===== config.mk =====
export PLATFORM = sky130hd
export DESIGN_NAME = tick_rate_sequencer
export DESIGN_NICKNAME = d
export VERILOG_FILES = /design/src/rtl/tick_rate_sequencer.sv
export SDC_FILE = /design/constraint.sdc
export NUM_CORES = 1
export LEC_CHECK = 0
export ABC_AREA = 0
export BUFFER_PORTS_ARGS = -buffer_cell sky130_fd_sc_hd__buf_4
export CELL_PAD_IN_SITES_DETAIL_PLACEMENT = 1
export CELL_PAD_IN_SITES_GLOBAL_PLACEMENT = 1
export CORE_MARGIN = 3
export CORE_UTILIZATION = 44
export CTS_CLUSTER_DIAMETER = 60
export CTS_CLUSTER_SIZE = 10
export DETAILED_ROUTE_END_ITERATION = 6
export PLACE_DENSITY_LB_ADDON = 0.1
export SLEW_MARGIN = 20
export SYNTH_ARGS = -nofsm -noshare
export SYNTH_HDL_FRONTEND = slang
export SYNTH_SLANG_ARGS = --single-unit

===== constraint.sdc =====
create_clock -name clk -period 4.7 [get_ports clk]
set_clock_uncertainty 0.05 [all_clocks]
set_input_delay 0.235 -clock clk [delete_from_list [all_inputs] [get_ports clk]]
set_output_delay 0.235 -clock clk [all_outputs]
set_load 0.01 [all_outputs]

===== src/rtl/tick_rate_sequencer.sv =====
// Run-time programmable tick scheduler: issues ready-gated single-cycle ticks
// at a latched period, in continuous or fixed-length burst mode.
module tick_rate_sequencer #(
    parameter int unsigned PERIOD_W   = 32,
    parameter int unsigned BURST_W    = 16,
    parameter int unsigned MIN_PERIOD = 2
) (
    input  logic                clk,
    input  logic                rst,
    input  logic                start,
    input  logic                stop,
    input  logic [PERIOD_W-1:0] period,
    input  logic [BURST_W-1:0]  burst_len,
    input  logic                ready,
    output logic                tick,
    output logic                busy,
    output logic                done,
    output logic                overrun,
    output logic [BURST_W-1:0]  tick_index
);

    localparam logic [PERIOD_W-1:0] MIN_P = PERIOD_W'(MIN_PERIOD);

    typedef enum logic {
        IDLE = 1'b0,
        RUN  = 1'b1
    } state_t;

    state_t              state;
    logic [PERIOD_W-1:0] counter;
    logic [PERIOD_W-1:0] period_l;
    logic [BURST_W-1:0]  burst_l;
    logic                slot;
    logic [BURST_W-1:0]  index_next;

    // The MIN_PERIOD clamp keeps period_l-1 from underflowing.
    assign slot       = (counter == period_l - PERIOD_W'(1));
    assign index_next = tick_index + BURST_W'(1);

    always_ff @(posedge clk) begin
        if (rst) begin
            state      <= IDLE;
            counter    <= '0;
            period_l   <= MIN_P;
            burst_l    <= '0;
            tick       <= 1'b0;
            busy       <= 1'b0;
            done       <= 1'b0;
            overrun    <= 1'b0;
            tick_index <= '0;
        end else begin
            case (state)
                IDLE: begin
                    tick <= 1'b0;
                    done <= 1'b0;
                    if (start && !stop) begin
                        period_l   <= (period < MIN_P) ? MIN_P : period;
                        burst_l    <= burst_len;
                        counter    <= '0;
                        tick_index <= '0;
                        overrun    <= 1'b0;
                        busy       <= 1'b1;
                        state      <= RUN;
                    end
                end
                RUN: begin
                    if (stop) begin
                        state   <= IDLE;
                        busy    <= 1'b0;
                        tick    <= 1'b0;
                        done    <= 1'b0;
                        counter <= '0;
                    end else if (slot) begin
                        // A slot counts even when the tick is dropped for !ready.
                        counter    <= '0;
                        tick_index <= index_next;
                        tick       <= ready;
                        if (!ready) begin
                            overrun <= 1'b1;
                        end
                        if ((burst_l != '0) && (index_next == burst_l)) begin
                            done  <= 1'b1;
                            busy  <= 1'b0;
                            state <= IDLE;
                        end else begin
                            done <= 1'b0;
                        end
                    end else begin
                        counter <= counter + PERIOD_W'(1);
                        tick    <= 1'b0;
                        done    <= 1'b0;
                    end
                end
            endcase
        end
    end

endmodule


==> run_results.csv, run 1 <==
group,metric,value,unit
status,outcome,"finished, final reports clean",
yosys,yosys-top-cells-area,"dfxtp_1 35%, xor2_1 7.6%, xnor2_1 7.3%, a22o_1 7.0%, nor2_1 4.7%",
timing,drv_slew,0,
global_routing,grt-ovfl-total,0,
timing,relSlewSlack,38.8,%
yosys,synth.avg_cell_area,8.42,um2
yosys,synthesis.nets,741,
power_and_ir_drop,p_per_area,283,mW/mm2
critical_path,crit_buf_inv,0,
die,dieArea,0.0145,mm2
final_layout,nNetsFinal,792,
final_layout,drive_gt1_share,14.8,%
timing,period_share,89.7,%
critical_path,critPathTopFamily,"simple AND/OR/NAND/NOR gates",
clocking,cts_resized,0,
placed_design,port_buffers,72,
routing,drc_errors,0,
routing,dr.pass1.iters,4,
timing,fin_setup_tns,0,ns
routing,ant_nets,0,
timing,period_needed,4.22,ns
final_layout,fill_cells,1580,
die,ioPinCount,73,
placed_design,post-place-cells,897,
final_layout,regArea,0.00202,mm2
critical_path,critical_path.cell_chain,"nor3_1 > nand2_2 > nor4_1 > nand2_1 > mux2_2 > or4b_1 > or4_1 > or4_1 > nand3_1",
routing,first_iter_violations,224,
critical_path,endpoint_kind,"register",
timing,setup_violations,0,
critical_path,worst-endpoint-arrival,4.45,ns
timing,rsz0062_at_grt,"no",
yosys,yosys.area.top_type,"dfxtp_1",
critical_path,cp.required,4.94,ns
yosys,yosysTopAreaCellShare,35.1,%
yosys,async_reset_ff_share,0,%
critical_path,start_kind,"register",
yosys,yosysSeqAreaShare,35.1,%
timing,hold_viol_final,0,
routing,avgViaCountPerCell,5.95,
yosys,synth_flop_cell,"dfxtp_1",
critical_path,cp_max_fo,10,
clocking,numCtsBuffers,9,
routing,avgRoutedWirePerCell,19.9,um
critical_path,worst-path-stages,9,
routing,detailroute.via_count,5435,
yosys,syn_inst,685,
final_layout,multiInputGateArea,0.00357,mm2
critical_path,crit_type,"reg2reg",
yosys,synth.most_common_cell,"dfxtp_1",
global_routing,antenna_found_initial,0,
global_routing,first_global_vias,5723,
die,core,0.0127,mm2
yosys,yosysWarningCount,0,
die,initial_core_util,45.3,%
critical_path,slowest_delay,0.69,ns
yosys,synth_cell_types,64,
placed_design,hpwlAfterDp,13.7,mm
critical_path,reg2regPathDepth,9,
yosys,syn_area,0.00576,mm2
final_layout,layout.cells.non_filler,913,
critical_path,cp_common_cell,"or4_1",
min_path,whs_path_depth,2,
global_routing,grt_pass1_wl,29.6,mm
timing,clock.fmax,237,MHz
yosys,synth_enable_flop_cells,0,
clocking,clock_sink_count,101,
clocking,cts_hold_buf,0,
power_and_ir_drop,leakage,2.56,nW
global_routing,grt_usage,25.5,%
die,rows,41,
job,drv_cap,0,
yosys,ys_ff_latch,101,
clocking,cts-htree-levels,3,
routing,wl,18.1,mm
global_routing,grt_max_degree,39,
final_layout,areaGrowthSynthToFinish,15.9,%
die,die_h,120,um
final_layout,diodes,0,
yosys,synth_commonest_cells,"101 x dfxtp_1, 72 x nor2_1, 51 x nand2_1, 50 x xor2_1, 48 x xnor2_1",
clocking,ctsRootBufferMaster,"clkbuf_16",
die,die_w,120,um
min_path,hp-class,"in2reg",
timing,tightest_slew,0.916,ns
power_and_ir_drop,peakVddDrop,0.163,mV
clocking,cts_tree,"done",
critical_path,slowest_stage,"nor3_1",
clocking,clk_latency,0.35,ns
placed_design,gp_congestion,0.858,
clocking,clk_pin_slew,0.07,ns
clocking,clockBufferDepth,2,
clocking,post-cts-setup-buffers,0,
==> final cells by class <==
type,count,area share [%]
Clock buffer,12,3.54
Clock inverter,4,0.375
Inverter,8,0.450
Multi-Input combinational cell,539,53.5
Sequential cell,101,30.3
Tap cell,172,3.22
Timing Repair Buffer,77,8.65
==> layer usage <==
| metal | global-route usage (%) | vias to the layer above | share of wire [%] |
|---|---|---|---|
| met5 | 0 | - | 0 |
| met4 | 9.63 | 0 | 3.0 |
| met3 | 5.33 | 36 | 3.6 |
| met2 | 44.0 | 111 | 50 |
| met1 | 31.1 | 2701 | 43 |
| li1 | - | 2587 | - |
==> registers in the layout, summed over array words and instances (netlist names) <==
register,flops
counter,32
period_l,32
burst_l,16
tick_index,16
busy,1
done,1
overrun,1
state,1
tick,1
==> placed cells by master (no fill, tap or decap), types with 15 or more instances in the layout <==
cell type  count
xor2_1        50
nor2_1        72
nand2_1       51
nand4_1       19
nor4_1        25
a22o_1        46
nor3_1        29
nand3_1       30
a21oi_1       15
buf_4         77
o21ai_0       16
dfxtp_1      101
xnor2_1       48
==> worst reg2reg max path: stages (launching register included) <==
cell     delay, ns
dfxtp_1       0.39
nor3_1        0.69
nand2_2       0.32
nor4_1        0.66
nand2_1       0.14
mux2_2        0.28
or4b_1        0.58
or4_1         0.47
or4_1         0.48
nand3_1       0.09
==> through the flow <==
| stage | hold WS, ns | total power [W] | cell area [um2] | utilization [%] | setup WS, ns |
|---|---|---|---|---|---|
| final | 0.0361 | 0.00189 | 6680 | 52.5 | 0.482 |
| after global routing | 0.0315 | 0.00197 | 6680 | 52.5 | 0.257 |
| after floorplan | 0.294 | 0.00111 | 5760 | - | 0.917 |
| after detailed placement | 0.399 | 0.00122 | 6420 | 50.4 | 0.589 |
| after CTS | 0.0277 | 0.00190 | 6680 | 52.5 | 0.555 |
| after global placement | 0.397 | 0.00121 | 6420 | 50.4 | 0.694 |
==> worst paths after layout <==
check	from	end	slack (ns)
max	period_l[6]	tick_index[14]	0.48
min	burst_len[7]	burst_l[7]	0.04
max reg2reg	period_l[6]	tick_index[14]	0.48
min reg2reg	overrun	overrun	0.44
==> report_power, final <==
group / total (W) / internal [W] / switching [W]
Sequential: 0.000919 / 0.000880 / 0.0000397
Combinational: 0.000285 / 0.000122 / 0.000164
Clock: 0.000683 / 0.000358 / 0.000325
Total: 0.00189 / 0.00136 / 0.000529
==> logic make-up (layout without fill, tap and decap cells) <==
| family | count (synthesis) | count (layout) | synth area share (%) |
|---|---|---|---|
| buffers and inverters | 45 | 101 | 3.30 |
| xor gates and xnor gates | 98 | 98 | 14.9 |
| and+or+nand+nor | 305 | 305 | 28.0 |
| AOI/OAI and AO/OA | 122 | 122 | 16.1 |
| adders and majority gates | 3 | 3 | 0.651 |
| DFF | 101 | 101 | 35.1 |
| muxes | 11 | 11 | 1.98 |
Power figures use the tool's default switching activity.
==> run 2, diff against run 1 <==
--- a/config.mk
+++ b/config.mk
@@ -10,7 +10,7 @@
 export CELL_PAD_IN_SITES_DETAIL_PLACEMENT = 1
 export CELL_PAD_IN_SITES_GLOBAL_PLACEMENT = 1
 export CORE_MARGIN = 3
-export CORE_UTILIZATION = 44
+export CORE_UTILIZATION = 40
 export CTS_CLUSTER_DIAMETER = 60
 export CTS_CLUSTER_SIZE = 10
 export DETAILED_ROUTE_END_ITERATION = 6
==> run 2 against run 1 <==
Net effect: non-clock buffer count is 1 higher; register-to-register slack better by 0.09 ns; global-route usage is 2.6 points lower; largest cell class unchanged; largest power group unchanged; critical path depth stayed put; core utilization is 3.9 points lower; count of clock-buffer cells in the layout is 2 lower.
==> run_results.csv, run 2 (synthesis gave the netlist of run 1 again) <==
group,metric,value,unit
clocking,clock_sink_count,101,
die,dieArea,0.0159,mm2
global_routing,grt_usage,22.9,%
final_layout,diodes,0,
clocking,ctsRootBufferMaster,"clkbuf_16",
power_and_ir_drop,p_per_area,311,mW/mm2
die,rows,43,
status,outcome,"finished, final reports clean",
die,die_h,126,um
global_routing,grt_pass1_wl,29.4,mm
routing,drc_errors,0,
critical_path,cp_max_fo,10,
power_and_ir_drop,seqPwrFrac,43.5,%
timing,setup_ws,0.570,ns
global_routing,grt_max_degree,39,
timing,period_needed,4.13,ns
global_routing,antenna_found_initial,0,
clocking,post-cts-setup-buffers,0,
critical_path,start_kind,"register",
critical_path,cp.required,4.95,ns
job,drv_cap,0,
power_and_ir_drop,combPwrFrac,13.3,%
power_and_ir_drop,peakVddDrop,0.190,mV
clocking,clk_pin_slew,0.07,ns
critical_path,worst-endpoint-arrival,4.38,ns
routing,avgRoutedWirePerCell,19.6,um
timing,period_share,87.9,%
final_layout,areaGrowthSynthToFinish,18.0,%
clocking,clockBufferDepth,2,
die,ioPinCount,73,
die,initial_core_util,41.2,%
power_and_ir_drop,cellInternalPower,0.00158,W
global_routing,first_global_vias,5679,
routing,detailroute.via_count,5334,
routing,avgViaCountPerCell,5.79,
placed_design,hpwlAfterDp,13.8,mm
final_layout,largestRegisters,"counter: 32 flops, period_l: 32 flops",
placed_design,dpl_worst_slack,0.579,ns
power_and_ir_drop,power,0.00211,W
die,core,0.0140,mm2
power_and_ir_drop,leakage,2.62,nW
timing,drv_slew,0,
power_and_ir_drop,switching_power,0.000536,W
placed_design,port_buffers,72,
placed_design,gp_congestion,0.854,
final_layout,fill_cells,1693,
clocking,numCtsBuffers,9,
timing,setup_violations,0,
routing,dr.pass1.iters,4,
clocking,cts-htree-levels,3,
timing,tightest_slew,0.895,ns
min_path,hp-class,"in2reg",
timing,fin_setup_tns,0,ns
final_layout,drive_gt1_share,15.2,%
power_and_ir_drop,p_sw_share,25.4,%
timing,rsz0062_at_grt,"no",
final_layout,final_cell_mix,"101 x dfxtp_1, 78 x buf_4, 72 x nor2_1, 51 x nand2_1, 50 x xor2_1",
power_and_ir_drop,p_clk_share,43.2,%
clocking,clk_latency,0.36,ns
critical_path,crit_type,"reg2reg",
die,die_w,126,um
timing,whs,0.0322,ns
timing,relSlewSlack,40.2,%
clocking,cts_tree,"done",
timing,clock.fmax,242,MHz
critical_path,endpoint_kind,"register",
routing,first_iter_violations,196,
clocking,cts_hold_buf,0,
global_routing,grt-ovfl-total,0,
clocking,cts_resized,0,
routing,ant_nets,0,
timing,hold_viol_final,0,
routing,wl,18.1,mm
final_layout,nNetsFinal,793,
final_layout,layout_commonest_cell,"dfxtp_1",
## run 2: cell count changes in the layout (fill, tap and decap cells not counted)
cell,before,now
inv_6,0,1
clkinvlp_4,2,0
buf_4,77,78
clkinv_2,2,1
clkbuf_1,3,1
bufinv_16,0,4
## run 2: layout make-up
cell class	instances	area (um2)	area share (%)
clock buffer	10	229	3.37
clock inverter	6	134	1.97
inverter	8	30.0	0.442
multi-input combinational	539	3570	52.6
sequential	101	2020	29.7
tap	180	225	3.31
timing repair buffer	78	586	8.61
## run 2: metrics by stage
step	instance area, um2	instances	util (%)
after floorplan	5760	685	-
after global placement	6430	906	46.0
after detailed placement	6430	906	46.0
after CTS	6800	922	48.6
after global routing	6800	922	48.6
final	6800	922	48.6
## run 2: path summary, 6_finish.rpt
check / end / slack (ns) / cells after the start / from
max: tick_index[14] / 0.57 / 9 / period_l[2]
min: burst_l[6] / 0.03 / 2 / burst_len[6]
max reg2reg: tick_index[14] / 0.57 / 9 / period_l[2]
min reg2reg: overrun / 0.45 / 2 / overrun
## run 2: power groups by stage
stage | logic [W] | registers (W) | clock network [W]
finish | 0.000282 | 0.000918 | 0.000913
global route | 0.000310 | 0.000923 | 0.000972
CTS | 0.000283 | 0.000919 | 0.000933
detailed placement | 0.000281 | 0.000939 | 0
global placement | 0.000275 | 0.000937 | 0
floorplan | 0.000196 | 0.000917 | 0
## run 2: critical path, stage by stage (launching register included)
cell	delay (ns)
dfxtp_1	0.42
or2_1	0.28
or4_1	0.68
nor4_1	0.62
nand2_1	0.13
mux2_2	0.26
or4b_1	0.58
or4_1	0.46
or4_1	0.48
nand3_1	0.10
## run 2: metal layers
layer	vias to the layer above	routed length (um)	global-route usage, %	share of wire (%)
met5	-	0	0	0
met4	0	427	7.26	2.4
met3	25	639	4.79	3.5
met2	99	9090	40.3	50
met1	2622	7900	27.8	44
li1	2588	-	-	-
==> run 3, diff against run 2 <==
--- a/config.mk
+++ b/config.mk
@@ -14,7 +14,7 @@
 export CTS_CLUSTER_DIAMETER = 60
 export CTS_CLUSTER_SIZE = 10
 export DETAILED_ROUTE_END_ITERATION = 6
-export PLACE_DENSITY_LB_ADDON = 0.1
+export PLACE_DENSITY = 0.83
 export SLEW_MARGIN = 20
 export SYNTH_ARGS = -nofsm -noshare
 export SYNTH_HDL_FRONTEND = slang
==> run 3 against run 2 <==
Net effect: setup slack got worse by 0.15 ns; power decreased by 10%; largest power group unchanged; critical path type unchanged; worst hold slack got worse by 0.0036 ns; sequential power about the same; count of clock-buffer cells in the layout increased by 2; critical path depth increased by 3; wire length decreased by 2.0%; sequential cell count unchanged; die area unchanged; combinational power about the same.
==> run_results.csv, run 3 (synthesis gave the netlist of run 1 again) <==
group,metric,value,unit
placed_design,hpwlAfterDp,13.5,mm
final_layout,layout.cells.non_filler,920,
power_and_ir_drop,peakVddDrop,0.139,mV
critical_path,worst-path-stages,12,
critical_path,crit_start,"period_l[0]",
critical_path,slowest_delay,0.66,ns
clocking,numCtsBuffers,9,
clocking,post-cts-setup-buffers,0,
clocking,cts_tree,"done",
timing,clock.fmax,234,MHz
routing,dr.pass1.iters,4,
final_layout,areaGrowthSynthToFinish,16.2,%
routing,ant_nets,0,
critical_path,critical_path.cell_chain,"inv_1 > ha_1 > nor4b_2 > nand3_1 > xnor2_1 > o2111ai_1 > or4_1 > or4b_1 > or4_1 > buf_4 > mux2i_1 > o311ai_0",
critical_path,reg2reg_slack,0.42,ns
die,initial_core_util,41.2,%
routing,avgRoutedWirePerCell,19.2,um
critical_path,cp_max_fo,10,
critical_path,worst-endpoint-arrival,4.44,ns
global_routing,grt_pass1_wl,29.0,mm
global_routing,grt-ovfl-total,0,
die,core,0.0140,mm2
timing,period_share,91.1,%
critical_path,r2r-start,"period_l[0]",
placed_design,post-place-cells,905,
final_layout,nNetsFinal,792,
critical_path,endpoint_kind,"register",
clocking,cts-htree-levels,3,
routing,wl,17.7,mm
critical_path,cp_common_cell,"or4_1",
critical_path,crit_type,"reg2reg",
timing,period_needed,4.28,ns
routing,avgViaCountPerCell,5.86,
routing,detailroute.via_count,5392,
final_layout,final_cell_mix,"101 x dfxtp_1, 77 x buf_4, 72 x nor2_1, 51 x nand2_1, 50 x xor2_1",
timing,rsz0062_at_grt,"no",
critical_path,critPathTopFamily,"simple AND/OR/NAND/NOR gates",
power_and_ir_drop,power,0.00190,W
critical_path,slowest_stage,"or4b_1",
placed_design,gp_congestion,0.889,
die,rows,43,
final_layout,layout_commonest_cell,"dfxtp_1",
placed_design,port_buffers,72,
status,outcome,"finished, final reports clean",
die,die_w,126,um
routing,drc_errors,0,
global_routing,grt_usage,22.2,%
routing,first_iter_violations,273,
global_routing,grt_max_degree,39,
die,dieArea,0.0159,mm2
final_layout,drive_gt1_share,14.9,%
timing,hold_viol_final,0,
final_layout,diodes,0,
min_path,hp-class,"in2reg",
critical_path,start_kind,"register",
power_and_ir_drop,leakage,2.56,nW
final_layout,largestRegisters,"counter: 32 flops, period_l: 32 flops",
clocking,clk_latency,0.36,ns
clocking,clock_sink_count,101,
clocking,ctsRootBufferMaster,"clkbuf_16",
critical_path,reg2regPathDepth,12,
critical_path,crit_buf_inv,2,
power_and_ir_drop,p_per_area,284,mW/mm2
clocking,clockBufferDepth,2,
critical_path,cp.required,4.86,ns
critical_path,setup.worst_path.end,"tick_index[8]",
global_routing,first_global_vias,5642,
clocking,clk_pin_slew,0.07,ns
job,drv_cap,0,
clocking,cts_hold_buf,0,
critical_path,reg2reg_to,"tick_index[8]",
global_routing,antenna_found_initial,0,
timing,relSlewSlack,45.7,%
die,die_h,126,um
timing,drv_slew,0,
timing,tightest_slew,0.812,ns
clocking,cts_resized,0,
timing,setup_violations,0,
timing,fin_setup_tns,0,ns
die,ioPinCount,73,
-- run 3: power breakdown --
| part | leakage [nW] | switching (W) | total [W] | internal [W] |
|---|---|---|---|---|
| clock network | 0.121 | 0.000329 | 0.000700 | 0.000371 |
| logic | 1.62 | 0.000161 | 0.000283 | 0.000121 |
| registers | 0.819 | 0.0000390 | 0.000919 | 0.000880 |
-- run 3: worst min-delay path by stage --
stage	start	slack [ns]	to	cells past startpoint
2_1_floorplan	period[0]	0.29	period_l[0]	2
6_report	burst_len[12]	0.03	burst_l[12]	2
3_5_place_dp	burst_len[12]	0.40	burst_l[12]	2
5_1_grt	burst_len[1]	0.03	burst_l[1]	2
4_1_cts	burst_len[5]	0.03	burst_l[5]	2
3_3_place_gp	burst_len[6]	0.40	burst_l[6]	2
-- run 3: final cells by class --
type	instances	area (um2)
clock buffer	12	246
clock inverter	3	22.5
fill	1665	7290
inverter	8	30.0
multi-input combinational	539	3570
sequential	101	2020
tap	180	225
timing repair buffer	77	578
-- run 3: stage by stage --
step | utilization [%] | area, um2 | hold WS (ns) | setup WS [ns]
CTS | 47.9 | 6700 | 0.0277 | 0.479
finish | 47.9 | 6700 | 0.0286 | 0.418
floorplan | - | 5760 | 0.294 | 0.917
global placement | 45.9 | 6430 | 0.396 | 0.665
detailed placement | 45.9 | 6430 | 0.401 | 0.525
global route | 47.9 | 6700 | 0.0304 | 0.206
-- run 3: layer usage --
metal	part of all wire, %	routed length [um]	global-route usage (%)
met1	43	7570	27.3
met5	0	0	0
met4	2.6	453	8.45
met3	4.2	751	3.44
met2	50	8920	39.1
